==> config.mk <==
export PLATFORM = sky130hd
export DESIGN_NAME = regs_wb_arb
export DESIGN_NICKNAME = d
export VERILOG_FILES = /design/src/rtl/regs_wb_arb.sv
export SDC_FILE = /design/constraint.sdc
export NUM_CORES = 1
export LEC_CHECK = 0
export ABC_AREA = 1
export BUFFER_PORTS_ARGS = -buffer_cell sky130_fd_sc_hd__buf_4
export CAP_MARGIN = 10
export CORE_MARGIN = 2
export CORE_UTILIZATION = 50
export DETAILED_ROUTE_END_ITERATION = 12
export GPL_ROUTABILITY_DRIVEN = 0
export PLACE_DENSITY_LB_ADDON = 0.12
export SLEW_MARGIN = 30
export SYNTH_ARGS = -nofsm -noshare
export SYNTH_HDL_FRONTEND = slang
export SYNTH_SLANG_ARGS = --single-unit
export TNS_END_PERCENT = 50
==> constraint.sdc <==
create_clock -name clk -period 2.3 [get_ports clk]
set_clock_uncertainty 0.1 [all_clocks]
set_input_delay 0.345 -clock clk [delete_from_list [all_inputs] [get_ports clk]]
set_output_delay 0.345 -clock clk [all_outputs]
set_load 0.01 [all_outputs]
==> src/rtl/regs_wb_arb.sv <==
// ---------------------------------------------------------------------------
// regs_wb_arb
//
// Arbitrates the single register-file write port between two writeback
// sources and tracks which registers still have a long-latency result in
// flight.
//
// Sources:
//   EX  - single-cycle execute results. Preferred when both sources request.
//   LSU - long-latency results (loads, multi-cycle ops). It may be passed
//         over while EX is busy. After STARVE_MAX consecutive denied
//         cycles it is forced to win.
//
// Scoreboard:
//   ID marks a destination pending (sb_set_i) when it issues a long-latency
//   op. The bit is cleared when the LSU writeback for that register is
//   accepted. Decode queries the vector through rs1/rs2_busy_o.
//
// Ports:
//   clk, rst              clock; asynchronous active-low reset
//   ex_valid_i/waddr/wdata EX writeback request
//   ex_ready_o            EX accepted this cycle (combinational)
//   lsu_valid_i/waddr/wdata LSU writeback request
//   lsu_ready_o           LSU accepted this cycle (combinational)
//   reg_wen_o/waddr/wdata registered register-file write port
//   sb_set_i/sb_set_addr_i mark a destination register pending
//   rs1/rs2_raddr_i       source registers being decoded
//   rs1/rs2_busy_o        source has an outstanding LSU write
// ---------------------------------------------------------------------------
module regs_wb_arb #(
  parameter int STARVE_MAX = 3
) (
  input  logic        clk,
  input  logic        rst,

  input  logic        ex_valid_i,
  input  logic [4:0]  ex_waddr_i,
  input  logic [63:0] ex_wdata_i,
  output logic        ex_ready_o,

  input  logic        lsu_valid_i,
  input  logic [4:0]  lsu_waddr_i,
  input  logic [63:0] lsu_wdata_i,
  output logic        lsu_ready_o,

  output logic        reg_wen_o,
  output logic [4:0]  reg_waddr_o,
  output logic [63:0] reg_wdata_o,

  input  logic        sb_set_i,
  input  logic [4:0]  sb_set_addr_i,

  input  logic [4:0]  rs1_raddr_i,
  input  logic [4:0]  rs2_raddr_i,
  output logic        rs1_busy_o,
  output logic        rs2_busy_o
);

  // The starve counter saturates at this value, so 4 bits cover 1..15.
  localparam logic [3:0] STARVE_LIM = 4'(STARVE_MAX);

  // -------------------------------------------------------------------------
  // State
  // -------------------------------------------------------------------------
  logic [3:0]  r_starve_cnt;
  logic        r_wen;
  logic [4:0]  r_waddr;
  logic [63:0] r_wdata;
  logic [31:0] r_busy;

  // -------------------------------------------------------------------------
  // Arbitration
  // -------------------------------------------------------------------------
  logic        w_lsu_force;
  logic        w_grant_lsu;
  logic        w_grant_ex;
  logic        w_accept;
  logic [4:0]  w_win_addr;
  logic [63:0] w_win_data;

  // LSU wins outright when EX is idle. When both request, it wins only
  // after being denied STARVE_MAX cycles in a row.
  assign w_lsu_force = (r_starve_cnt == STARVE_LIM);
  assign w_grant_lsu = lsu_valid_i & (~ex_valid_i | w_lsu_force);
  assign w_grant_ex  = ex_valid_i & ~w_grant_lsu;

  // Ready is gated by reset so both go low as soon as rst falls, without
  // waiting for a clock edge. That also discards any handshake in progress.
  assign ex_ready_o  = rst & w_grant_ex;
  assign lsu_ready_o = rst & w_grant_lsu;
  assign w_accept    = ex_ready_o | lsu_ready_o;

  assign w_win_addr  = lsu_ready_o ? lsu_waddr_i : ex_waddr_i;
  assign w_win_data  = lsu_ready_o ? lsu_wdata_i : ex_wdata_i;

  // Counts consecutive cycles in which the LSU asked and was refused.
  always_ff @(posedge clk or negedge rst) begin
    if (!rst) begin
      r_starve_cnt <= 4'd0;
    end else if (lsu_ready_o) begin
      r_starve_cnt <= 4'd0;
    end else if (lsu_valid_i && (r_starve_cnt != STARVE_LIM)) begin
      r_starve_cnt <= r_starve_cnt + 4'd1;
    end
  end

  // -------------------------------------------------------------------------
  // Register-file write port
  // -------------------------------------------------------------------------
  // A write to x0 still completes the handshake but never reaches the
  // register file. Address and data keep their last real write, so the
  // port only moves when a write is actually performed.
  always_ff @(posedge clk or negedge rst) begin
    if (!rst) begin
      r_wen   <= 1'b0;
      r_waddr <= 5'd0;
      r_wdata <= 64'd0;
    end else begin
      r_wen <= w_accept && (w_win_addr != 5'd0);
      if (w_accept && (w_win_addr != 5'd0)) begin
        r_waddr <= w_win_addr;
        r_wdata <= w_win_data;
      end
    end
  end

  assign reg_wen_o   = r_wen;
  assign reg_waddr_o = r_waddr;
  assign reg_wdata_o = r_wdata;

  // -------------------------------------------------------------------------
  // Scoreboard
  // -------------------------------------------------------------------------
  logic [31:0] w_set_dec;
  logic [31:0] w_clr_dec;
  logic [31:0] w_busy_next;

  // One-hot decode of the set and clear targets. x0 can never be pending,
  // so its bit is tied off and a set aimed at address 0 is ignored.
  for (genvar gi = 0; gi < 32; gi++) begin : g_busy_dec
    if (gi == 0) begin : g_x0
      assign w_set_dec[gi] = 1'b0;
      assign w_clr_dec[gi] = 1'b0;
    end else begin : g_xn
      assign w_set_dec[gi] = sb_set_i & (sb_set_addr_i == 5'(gi));
      assign w_clr_dec[gi] = lsu_ready_o & (lsu_waddr_i == 5'(gi));
    end
  end

  // The set is applied after the clear. If ID issues a new long-latency op
  // to the register whose previous result is retiring in the same cycle,
  // the register stays pending.
  assign w_busy_next = (r_busy & ~w_clr_dec) | w_set_dec;

  always_ff @(posedge clk or negedge rst) begin
    if (!rst) begin
      r_busy <= 32'd0;
    end else begin
      r_busy <= w_busy_next;
    end
  end

  // Reads come from registered state only. x0 always reads not-busy.
  assign rs1_busy_o = rst & (rs1_raddr_i != 5'd0) & r_busy[rs1_raddr_i];
  assign rs2_busy_o = rst & (rs2_raddr_i != 5'd0) & r_busy[rs2_raddr_i];

endmodule

# == After elaboration in Yosys (flattened, before gate mapping) ==
# Index checks and enable logic that the tools add are counted.
# classes
add_sub_neg,1
magnitude_cmp,2
eq_ne,64
mux,8
bitwise_logic,77
reduce_logical,6
# ops
cell,n
5-bit == test (second input constant),32
5-bit by 4-bit == test with 1-bit output (second input constant),16
1-bit AND,70
64-bit 2-to-1 mux,1
5-bit by 3-bit == test with 1-bit output (second input constant),8
32-bit AND,1
32-bit inverter,1
32-bit bitwise OR,1
5-bit by 2-bit == test with 1-bit output (second input constant),4
5-bit nonzero test,3
5-bit by 6-bit < comparator with 1-bit output (second input constant),2
1-bit binary-select mux with 5-bit select,2
5-bit by 1-bit == test with 1-bit output (second input constant),2
4-bit 2-to-1 mux,2
5-bit 2-to-1 mux,1
4-bit by 1-bit adder with 4-bit output (second input constant),1
4-bit by 2-bit == test with 1-bit output (second input constant),1
4-bit by 2-bit != test with 1-bit output (second input constant),1
1-bit logical AND,2
1-bit 2-to-1 mux,2
1-bit inverter,2
1-bit bitwise OR,2
2-bit nonzero test,1
# totals
reg_bits,106
inputBits,158
out_inout_bits,74
elab_cells,163

# == Depth between registers and ports, before layout ==
# logic_depth
ltp_word,8
depth_mapped,14
ltp_nobuf,11

# == Worst setup path before layout ==
# OpenSTA, ideal clock, no wires.
# synth_timing
kind,register to register
start,reg r_starve_cnt[0]
end,reg r_wdata[31] (netlist: reg_wdata_o[31])
setup_ps,117
arrival_ps,1730
slack_ps,354
stages_incl_launch_ff,15
n_path_buf,3
period_less_slack_ps,1946
path_cell_list,dfrtp_1 -> ha_1 -> nand2_2 -> nand2_4 -> nand3_2 -> buf_6 -> nand2_1 -> nand2_1 -> nand2_2 -> nor2_2 -> nand2_4 -> buf_8 -> buf_8 -> nand3_2 -> nand2_1
# synth_via
elab_chain_cells,8
word_cells_on_any_way,12
cone_classes,eq/ne (1); mux (2); bitwise (7); reduce/logical (2)
# synth_lines
element,line_no,text
from (decl),65,logic [3:0] r_starve_cnt;
from (signal assigned),103,r_starve_cnt <= r_starve_cnt + 4'd1;
4-bit by 2-bit == test with 1-bit output *,83,assign w_lsu_force = (r_starve_cnt == STARVE_LIM);
1-bit bitwise OR *,84,assign w_grant_lsu = lsu_valid_i & (~ex_valid_i | w_lsu_force);
1-bit AND *,84,
1-bit inverter,85,assign w_grant_ex = ex_valid_i & ~w_grant_lsu;
1-bit AND,85,
1-bit AND,89,assign ex_ready_o = rst & w_grant_ex;
1-bit bitwise OR,91,assign w_accept = ex_ready_o | lsu_ready_o;
1-bit logical AND,120,if (w_accept && (w_win_addr != 5'd0)) begin
to (signal assigned),122,r_wdata <= w_win_data;
to (decl),68,logic [63:0] r_wdata;
# Every way passes the cells marked *; elsewhere a longest branch is shown, timed or not.
# A chain may end at the register's enable or synchronous reset.

# == Worst setup path in the final report ==
# layout_timing
start,reg r_starve_cnt[0]
end,out lsu_ready_o
# layout_via
elab_chain_cells,4
# layout_lines
element,line_no,text
4-bit by 2-bit == test with 1-bit output,83,
1-bit bitwise OR,84,
1-bit AND,84,
1-bit AND,90,assign lsu_ready_o = rst & w_grant_lsu;
to (decl),44,"output logic lsu_ready_o,"
# No other way between the ends.

==> parameters.txt <==
Parameter                              Value

Timing
  Count of endpoints failing setup in the final report ... 0
  Final Critical Period ... about 2.2 ns
  Number of pins with negative max-slew slack in the final report ... 0
  Least setup slack across all paths after layout ... around 0.13 ns
  Slew at the pin closest to its max-slew limit ... 0.758 ns
  Max Clock Freq ... about 460 MHz
  Rel. slew slack ... 0.495
  Hold Violations, Final ... 0
  Setup Total Neg Slack ... 0 ns
  Ratio of final minimum period to clock period ... 0.945
  Setup repair after global routing missed its margin ... false

Logic synthesis
  Largest family of logic cells by synthesized area ... simple AND/OR/NAND/NOR gates
  Number of enable-type register cells in the synthesized netlist ... 0
  Share of synthesized area spent on multiplexers ... 0
  Net count after synthesis ... between 1000 and 1500
  Main area contributors after synthesis ... sky130_fd_sc_hd__dfrtp_1, sky130_fd_sc_hd__nand2_1, sky130_fd_sc_hd__o21ai_0
  Prevailing post-synth register cell ... sky130_fd_sc_hd__dfrtp_1
  Sequential-to-total area share from yosys stat ... 0.431
  Warnings from Yosys ... 0
  Yosys top cell by area ... sky130_fd_sc_hd__dfrtp_1
  Yosys cell types ... 30
  Mapped Cells ... ~870
  Post-synthesis simple-gate area fraction ... 0.404
  Post-Synth XOR/XNOR Area ... 0.00144
  Top-area cell type share of the netlist area ... 0.431
  Number of synthesized register bits ... about 110
  Syn Std Cell Area ... about 0.0061 mm^2
  Post-Synth Adder-Cell Area ... 0.00205
  Async S/R FF share, synth ... 1.00
  Synthesized-area fraction occupied by ao, oa, aoi and oai cells ... 0.0898
  Syn avg cell area ... roughly 7 um^2

Clocking
  # clock sinks ... approximately 110
  H-tree depth ... 3
  Clock tree from TritonCTS ... done
  Post-CTS setup buffer count ... 0
  CTS clock-pin slew for the worst setup and hold paths ... approximately 0.07 ns
  Worst skew pair latency ... approximately 0.34 ns
  Root buffer cell ... sky130_fd_sc_hd__clkbuf_16
  Buffer levels on the longest clock path ... 2
  Total CTS buffers ... 9

Global route
  Global router's overall resource usage ... 0.275
  Pin count of the biggest net entering global routing ... roughly 70
  Overall overflow remaining after global route ... 0
  First-pass GRT wire length ... around 29 mm
  Initial antenna violation count ... 0
  Via count of the first global-routing pass ... about 5700

Critical path
  Data arrival at the endpoint of the critical path ... 1.73 ns
  Endpoint class of the critical path ... output port
  Top fanout value on the critical path ... 15
  Category of cells accounting for the largest share of critical-path delay ... buffers and inverters
  Largest incremental delay on the critical path ... just under 0.4 ns
  CP max-delay cell ... sky130_fd_sc_hd__dfrtp_1
  Nature of the critical path startpoint ... flip-flop
  Critical path buffer and inverter count ... 3
  Critical path data required time ... 1.86 ns
  Chain of cells forming the critical path ... ha_1 > nand2_2 > nand2_4 > nand3_2 > inv_4 > buf_12 > buf_4
  Critical Setup Path Class ... reg2out

Die
  Core Footprint ... 0.0120 mm^2
  Area of the die ... between 0.01 and 0.015 mm^2
  Number of placement rows ... 40
  Effective utilization at floorplan ... 0.510
  Die span in y ... roughly 110 um
  Die extent in x ... ~110 um
  I/O pin cnt ... around 230

Finish
  Fraction of final layout cells sized beyond drive strength 1 ... 0.283
  Net count, final ... 1242
  Design Area, Final ... about 0.0084 mm^2
  Final design utilization ... 0.700
  Diodes inserted ... 0
  Area Growth Syn to Fin ... 37.1%

Place
  Buffers on Ports ... 231
  Dpl cell area ... between 0.007 and 0.008 mm^2
  Detailed placer's ending HPWL ... around 13 mm
  Dpl ws ... -0.0337 ns

Routing
  DRC violations left ... 0
  Mean routed wirelength per cell ... 15.4 um
  Via Count ... ~6500
  Final routed wirelength across all metal layers ... about 19 mm
  Number of vias per cell after detailed routing ... ~5.3
  Iteration-0 DRC count of the detailed router ... 616
  Drt first pass iters ... 5
  Remaining antenna violation count after routing ... 0

Flow run
  Maximum Capacitance Violations ... 0

Pwr
  Peak supply drop ... 0.000350 V
  Power per Cell Area ... around 770 mW/mm^2
  Leakage power of the design ... around 4.6 nW
  Total power consumption of the routed design ... ~0.0064 W

Status
  Status ... completed

Worst hold path
  Worst hold path class ... in2reg
area by class of cell:
cell class                 instances  area [um^2]
clock buffer                      12          256
timing repair buffer             250         2070
sequential                       105         2630
multi-input combinational        674         3040
tap                              147          184
inverter                          43          168
clock inverter                     3         25.0
fill                            1038         3590
Yosys cell counts, types with 4 or more instances:
cell	n
sky130_fd_sc_hd__a21oi_1	12
sky130_fd_sc_hd__buf_2	20
sky130_fd_sc_hd__buf_4	5
sky130_fd_sc_hd__buf_8	4
sky130_fd_sc_hd__clkbuf_1	16
sky130_fd_sc_hd__dfrtp_1	105
sky130_fd_sc_hd__inv_1	38
sky130_fd_sc_hd__nand2_1	424
sky130_fd_sc_hd__nand3_1	66
sky130_fd_sc_hd__nand3_2	31
sky130_fd_sc_hd__nand4_1	7
sky130_fd_sc_hd__nor2_1	33
sky130_fd_sc_hd__o211ai_1	5
sky130_fd_sc_hd__o21ai_0	79
worst min-delay path: stages:
cell,delay [ns]
sky130_fd_sc_hd__buf_4,0.08
sky130_fd_sc_hd__nand2_1,0.04
sky130_fd_sc_hd__nand2_1,0.05
sky130_fd_sc_hd__nand3_1,0.07
sky130_fd_sc_hd__nand2_1,0.06
state kept, by name (all words and copies together), names as in the netlist:
name and count:
r_starve_cnt 4, reg_waddr_o 5, reg_wen_o 1, r_busy 31, reg_wdata_o 64
timing repair:
action | 4_1_cts | 5_1_grt
endpoints found under the setup margin | 16 | 86
hold endpoints to repair | 44 | 0
hold buffers | 1 | 0
cloned | 1 | 4
resized for setup | 0 | 6
report_power, final:
part | switching (W) | total [W] | internal [W]
clock | 0.000670 | 0.00146 | 0.000794
sequential | 0.000352 | 0.00270 | 0.00235
combinational | 0.00119 | 0.00224 | 0.00105
metrics by stage:
stage	instances	hold WS [ns]
global route	1234	0.245
finish	1234	0.219
floorplan	871	-0.0506
global placement	1213	0.305
CTS	1230	0.219
detailed placement	1213	0.302
final timing paths:
check / from / to / slack, ns / cells after the start
min: lsu_wdata_i[8] / reg_wdata_o[8] / 0.22 / 5
min in group asynchronous: rst / reg_wdata_o[44] / 0.47 / 3
max: r_starve_cnt[0] / lsu_ready_o / 0.13 / 7
max reg2reg: r_starve_cnt[0] / reg_wdata_o[28] / 0.14 / 13
max in group asynchronous: rst / reg_wdata_o[34] / 0.68 / 4
min reg2reg: reg_wdata_o[7] / reg_wdata_o[7] / 0.37 / 2
cell families after synthesis:
| family | count (synthesis) |
|---|---|
| adder cells (fa/ha/maj) | 1 |
| AND/OR/NAND/NOR | 570 |
| flip-flops | 105 |
| buffers and inverters | 92 |
| XOR/XNOR | 1 |
| AO/OA/AOI/OAI | 102 |
cell usage in the layout, fill, tap and decap left out, types with 2 or more instances in the layout:
master and n:
sky130_fd_sc_hd__inv_2 2, sky130_fd_sc_hd__nor2_2 3, sky130_fd_sc_hd__o31ai_1 2, sky130_fd_sc_hd__nand3_2 31, sky130_fd_sc_hd__buf_12 3, sky130_fd_sc_hd__a21oi_1 12
sky130_fd_sc_hd__nand4_1 7, sky130_fd_sc_hd__clkinv_1 2, sky130_fd_sc_hd__nand2_2 3, sky130_fd_sc_hd__nand3_1 66, sky130_fd_sc_hd__buf_16 3, sky130_fd_sc_hd__clkinvlp_4 2
sky130_fd_sc_hd__o211ai_1 5, sky130_fd_sc_hd__dfrtp_1 105, sky130_fd_sc_hd__nand2_1 423, sky130_fd_sc_hd__nand2_4 2, sky130_fd_sc_hd__nor2_1 33, sky130_fd_sc_hd__clkbuf_16 13
sky130_fd_sc_hd__clkbuf_8 2, sky130_fd_sc_hd__inv_1 37, sky130_fd_sc_hd__o21ai_0 79, sky130_fd_sc_hd__buf_4 238
routing by layer:
layer	up-vias	wire length, um	global-route usage
met5	-	0	0
met4	0	526	0.0951
met3	35	1540	0.0498
met2	295	9230	0.454
met1	3002	7740	0.366
li1	3188	-	-
(Power assumes the default switching activity.)
